**src/rtl/bp_be_stride_prefetch_issuer.sv**
```systemverilog
`default_nettype none
// ============================================================================
// Module   : bp_be_stride_prefetch_issuer
// Brief    : Expands one loop-inference packet {remaining iterations, pc,
//            effective address, stride} into a bounded stream of line-aligned
//            prefetch addresses for the D$ prefetch queue. A request whose
//            line matches the previously requested line is suppressed.
// Revision : 1.0 - initial release
// ============================================================================
module bp_be_stride_prefetch_issuer
  #(parameter int vaddr_width_p       = 39
  , parameter int output_range_p      = 8
  , parameter int stride_width_p      = 8
  , parameter int max_prefetch_p      = 16
  , parameter int line_offset_width_p = 6
  )
  (input  logic                      clk_i
  , input  logic                      reset_n_i

  // Loop-inference packet
  , input  logic                      v_i
  , input  logic [output_range_p-1:0] remaining_iterations_i
  , input  logic [vaddr_width_p-1:0]  pc_i
  , input  logic [vaddr_width_p-1:0]  eff_addr_i
  , input  logic [stride_width_p-1:0] stride_i
  , output logic                      yumi_o

  // Prefetch request stream
  , output logic                      pf_v_o
  , output logic [vaddr_width_p-1:0]  pf_addr_o
  , input  logic                      pf_ready_and_i

  // Control / status
  , input  logic                      flush_i
  , output logic                      busy_o
  );

  // Width of the line-number field and of the stride sign extension
  localparam int c_line_width = vaddr_width_p - line_offset_width_p;
  localparam int c_sext_width = vaddr_width_p - stride_width_p;

  // Iteration cap and unit count, sized to the iteration counter
  localparam logic [output_range_p-1:0] c_max_count = output_range_p'(max_prefetch_p);
  localparam logic [output_range_p-1:0] c_one       = output_range_p'(1);

  typedef enum logic [0:0] {
    e_idle = 1'b0,
    e_run  = 1'b1
  } state_e;

  state_e                      r_state;
  logic [output_range_p-1:0]   r_count;
  logic [vaddr_width_p-1:0]    r_addr;
  logic [stride_width_p-1:0]   r_stride;
  logic [vaddr_width_p-1:0]    r_pc;
  logic [c_line_width-1:0]     r_last_line;
  logic [vaddr_width_p-1:0]    r_last_pc;
  logic                        r_last_pc_v;

  logic                        w_idle;
  logic                        w_run;
  logic                        w_drop;
  logic                        w_same;
  logic                        w_step;
  logic                        w_last_iter;
  logic                        w_pf_v;
  logic [c_line_width-1:0]     w_addr_line;
  logic [c_line_width-1:0]     w_eff_line;
  logic [vaddr_width_p-1:0]    w_stride_sext_in;
  logic [vaddr_width_p-1:0]    w_stride_sext_r;
  logic [output_range_p-1:0]   w_start_count;

  assign w_idle = (r_state == e_idle);
  assign w_run  = (r_state == e_run);

  // Strides are signed byte offsets; address arithmetic wraps modulo 2^vaddr
  assign w_stride_sext_in = {{c_sext_width{stride_i[stride_width_p-1]}}, stride_i};
  assign w_stride_sext_r  = {{c_sext_width{r_stride[stride_width_p-1]}}, r_stride};

  assign w_addr_line = r_addr[vaddr_width_p-1:line_offset_width_p];
  assign w_eff_line  = eff_addr_i[vaddr_width_p-1:line_offset_width_p];

  // A packet is discarded if it predicts nothing, or if it repeats the loop
  // whose expansion just completed (that stream is already in flight)
  assign w_drop = (remaining_iterations_i == '0)
                | (r_last_pc_v && (pc_i == r_last_pc));

  assign w_start_count = (remaining_iterations_i > c_max_count) ? c_max_count
                                                                : remaining_iterations_i;

  // An iteration landing in the last requested line needs no request and
  // retires immediately; otherwise it waits for the prefetch queue
  assign w_same      = (w_addr_line == r_last_line);
  assign w_pf_v      = w_run & ~w_same & ~flush_i;
  assign w_step      = w_run & ~flush_i & (w_same | pf_ready_and_i);
  assign w_last_iter = (r_count <= c_one);

  // Consume is zero-latency in IDLE; reset and flush both suppress it
  assign yumi_o    = reset_n_i & w_idle & v_i & ~flush_i;
  assign pf_v_o    = w_pf_v;
  assign pf_addr_o = {w_addr_line, {line_offset_width_p{1'b0}}};
  assign busy_o    = w_run;

  // FSM and datapath: accept a packet, walk one iteration per cycle, abort on flush
  always_ff @(posedge clk_i or negedge reset_n_i) begin
    if (!reset_n_i) begin
      r_state     <= e_idle;
      r_count     <= '0;
      r_addr      <= '0;
      r_stride    <= '0;
      r_pc        <= '0;
      r_last_line <= '0;
      r_last_pc   <= '0;
      r_last_pc_v <= 1'b0;
    end else if (flush_i) begin
      r_state     <= e_idle;
      r_count     <= '0;
      r_last_pc_v <= 1'b0;
    end else begin
      case (r_state)
        e_idle: begin
          if (v_i && !w_drop) begin
            r_addr      <= eff_addr_i + w_stride_sext_in;
            r_count     <= w_start_count;
            r_stride    <= stride_i;
            r_pc        <= pc_i;
            r_last_line <= w_eff_line;
            r_state     <= e_run;
          end
        end
        e_run: begin
          if (w_step) begin
            r_addr  <= r_addr + w_stride_sext_r;
            r_count <= (r_count != '0) ? (r_count - c_one) : '0;
            if (!w_same) begin
              r_last_line <= w_addr_line;
            end
            if (w_last_iter) begin
              r_state     <= e_idle;
              r_last_pc   <= r_pc;
              r_last_pc_v <= 1'b1;
            end
          end
        end
        default: begin
          r_state <= e_idle;
        end
      endcase
    end
  end

endmodule
`default_nettype wire
```
**config.mk**
```make
export PLATFORM = sky130hd
export DESIGN_NAME = bp_be_stride_prefetch_issuer
export DESIGN_NICKNAME = d
export VERILOG_FILES = /design/src/rtl/bp_be_stride_prefetch_issuer.sv
export SDC_FILE = /design/constraint.sdc
export NUM_CORES = 1
export LEC_CHECK = 0
export ABC_AREA = 1
export CORE_MARGIN = 2
export CORE_UTILIZATION = 65
export CTS_CLUSTER_SIZE = 28
export DETAILED_ROUTE_END_ITERATION = 12
export DONT_BUFFER_PORTS = 1
export PLACE_DENSITY = 0.88
export RECOVER_POWER = 50
export SETUP_SLACK_MARGIN = 0.5
export SYNTH_ARGS = -nofsm -noshare
export SYNTH_HDL_FRONTEND = slang
export SYNTH_SLANG_ARGS = --single-unit
export TNS_END_PERCENT = 50
```
**constraint.sdc**
```tcl
create_clock -name clk_i -period 3.74 [get_ports clk_i]
set_clock_uncertainty 0.2 [all_clocks]
set_input_delay 0.561 -clock clk_i [delete_from_list [all_inputs] [get_ports clk_i]]
set_output_delay 0.561 -clock clk_i [all_outputs]
set_load 0.05 [all_outputs]
```
==> results_dict.tcl <==
set metrics [dict create \
    timing.hold.worst.class "primary input to asynchronous set/reset pin" \
    first_global_vias 14276 \
    fp.dieW_um 153.0 \
    cts-buffers-inserted 17 \
    crit_path_top_delay_cell "dfrtp_1" \
    std_cell_rows 54 \
    layout.nets 2489 \
    total_leakage_power_nw 8.484 \
    postSynthAreaPerCell_um2 6.149 \
    synth_enable_flop_cells 0 \
    port_buffers 0 \
    synthesis.instances 2347 \
    grt_setup_unrepaired "no" \
    yosys.cell_count.top_type "nand2_1" \
    clock_slew_at_the_register_clock_pins_of_the_worst_setup_and_hold_paths_ns 0.09 \
    grt.overflow.total 0 \
    dpl_worst_slack_ns 0.4505 \
    final.hold.worst_slack_ns -0.3991 \
    ant_nets 0 \
    fin_tns_setup_ns 0 \
    wire_per_inst_um 17.61 \
    synth-warning-count 0 \
    fillerInstances 2001 \
    yosys.cell_types.count 40 \
    place_area_um2 14410 \
    worstSetupStartpointType "flip-flop" \
    finalMaxSlewViolations 0 \
    drt_pre_antenna_iters 7 \
    final_critical_path_setup_slack_ns 0.5825 \
    route.vias.total 14888 \
    timing_hold_violations_final 168 \
    mappedNetlistArea_um2 14430 \
    run_status "complete, but fails checks" \
    finalSetupViolations 0 \
    cts_tree "done" \
    cts_hold_repair.buffers 1 \
    crit_path_cell_trace "xnor2_1, nand2_1, nor2_1, nand2_1, nor2_2, nand3_1, nand2_1, nor2_4" \
    initialDrtViolationCount 1238 \
    floorplan.initialDensity_pct 66.13 \
    post-route-period-util_pct 84.42 \
    postSynthRegisterBits 168 \
    hpwl_um 35250 \
    asyncSetResetFlopFracSynth_pct 100.0 \
    worst-endpoint-arrival_ns 2.40 \
    grt_first_pass_wirelength_um 73440 \
    drc_errors 0 \
    gpl_congestion 1.019 \
    final_cell_area_um2 15060 \
    core-area_um2 21820 \
    vdd_drop_max_mv 0.3675 \
    cts-htree-levels 4 \
    fp.dieH_um 153.0 \
    cp_slowest_stage_delay_ns 0.63 \
    synth_common_cells "nand2_1 (1014), inv_1 (319), dfrtp_1 (168)" \
    total_area_of_multi_input_combinational_cells_um2 8439 \
    max_slew.worst_pin.slew_ns 0.9327 \
    relative_slew_slack_pct 37.82 \
    antenna_found_initial 1 \
    wirelength_um 45840 \
    cts.path.max_buffers 2 \
    final_period_minus_worst_setup_slack_ns 3.157 \
    clock_insertion_delay_worst_skew_ns 0.46 \
    layout.area.seq_um2 4205 \
    crit_required_ns 2.98 \
    netlist.top_cell.by_area "dfrtp_1" \
    cellPowerDensity_nw_per_um2 608.2 \
    groute.usage.overall_pct 39.54 \
    timing.critical_path.fanout_max 4 \
    max_clock_freq_ghz 0.3167 \
    post_synth_main_area_contributors "dfrtp_1 (29%), nand2_1 (26%), inv_1 (8.3%), ha_1 (6.8%), nand3_1 (5.1%)" \
    yosys_most_used_dff "dfrtp_1" \
    maxCapViolCount 0 \
    area_delta_synth_final_pct 4.343 \
    clock-sinks 168 \
    final_util_pct 69.01 \
    violations "hold timing" \
    synth-seq-area-share_pct 29.13 \
    maximum_number_of_pins_on_one_net_before_global_route_repair 170 \
    critical-path-top-cell-by-count "nand2_1" \
    design.die.area_um2 23410 \
    yosysTopAreaCellShare_pct 29.13 \
    detail_route.vias_per_cell 5.720 \
    worst-r2r-cell-count 14 \
    critPathCaptureType "primary output" \
    io_pins 141 \
    share_of_cells_above_drive_strength_1_pct 3.747 \
    critPathKind "flip-flop to primary output" \
    clock_tree.root_cell "clkbuf_16" \
]
## sequential cells by signal, summed over array words and instances, names as in the netlist
signal / count
r_last_pc: 39
r_addr: 39
r_pc: 39
r_last_line: 33
r_last_pc_v: 1
busy_o: 1
r_count: 8
r_stride: 8
## logic make-up after synthesis
group	Yosys count	share of synthesized area (%)
xor+xnor	54	3.277
other cells	1	0.02598
buf+inv	412	12.62
mux	1	0.06936
simple gates	1375	38.14
flops	168	29.13
compound gates	255	9.614
fa+ha+maj	81	7.126
## metal layers
layer  up-vias  track usage [%]  part of all wire (%)
li1       7196                -                     -
met3       122            7.825                   9.7
met2       725            65.73                    46
met4         0            16.45                   4.4
met1      6845            50.62                    39
met5         -                0                     0
## power by group
group / internal, mW / leakage [nW] / switching [mW]
Combinational: 1.38 / 6.06 / 2.87
Sequential: 2.31 / 2.12 / 0.662
Clock: 0.932 / 0.306 / 1.00
## stage by stage
stage | power, mW | std cells
floorplan | 6.146 | 2352
global placement | 7.011 | 2568
detailed placement | 7.135 | 2568
CTS | 9.081 | 2601
global route | 9.757 | 2602
finish | 9.160 | 2603
## worst max-delay path: cells and delay by family, from the launching register on
kind	cells	cell delay [ns]
AND/OR/NAND/NOR	7	0.92
XOR/XNOR	1	0.38
flip-flops	1	0.63
## layout by cell type, fill, tap and decap left out, types with 3 or more instances in the layout
master,netlist,layout
nand2_1,1014,1014
clkbuf_1,18,9
ha_1,79,79
o21ai_1,4,4
dfrtp_1,168,167
o21bai_1,5,4
nand3b_1,8,8
and2_1,4,4
conb_1,1,6
inv_2,2,3
nand3_1,146,146
inv_1,319,317
o21ai_2,19,19
xnor2_1,29,29
nor4_1,4,4
nand4_1,10,10
nor2_1,151,149
nor3_1,28,28
nor2_2,2,3
clkbuf_16,0,17
o21ai_0,125,125
clkinv_8,0,8
inv_12,0,3
a21oi_1,85,85
o22ai_1,11,11
buf_4,44,17
xor2_1,25,25
## repair_timing
action                     4_1_cts  5_1_grt
buffers inserted                 0        1
gates resized for setup          4        9
pin swaps                        0        0
hold endpoints to repair       169      168
setup endpoints to repair        9       47
## layout make-up
| cell class | count | share of cell area [%] |
|---|---|---|
| Multi-Input combinational cell | 1772 | 56.04 |
| Sequential cell | 168 | 27.92 |
| Inverter | 321 | 8.026 |
| Clock buffer | 17 | 2.825 |
| Tap cell | 280 | 2.326 |
| Clock inverter | 15 | 1.437 |
| Timing Repair Buffer | 29 | 1.404 |
| Antenna cell | 1 | 0.01662 |
## path summary, 6_finish.rpt
kind | startpoint | endpoint | slack (ns)
max | r_addr[6] | pf_v_o | 0.58
min | reset_n_i | r_last_line[15] | -0.40
max reg2reg | r_addr[18] | r_addr[35] | 0.59
min reg2reg | r_pc[30] | r_last_pc[30] | 0.28
max in group asynchronous | reset_n_i | busy_o | 3.28
min in group clk_i | pc_i[9] | r_pc[9] | 0.01
Note: power is estimated with default switching activity, not from simulation.
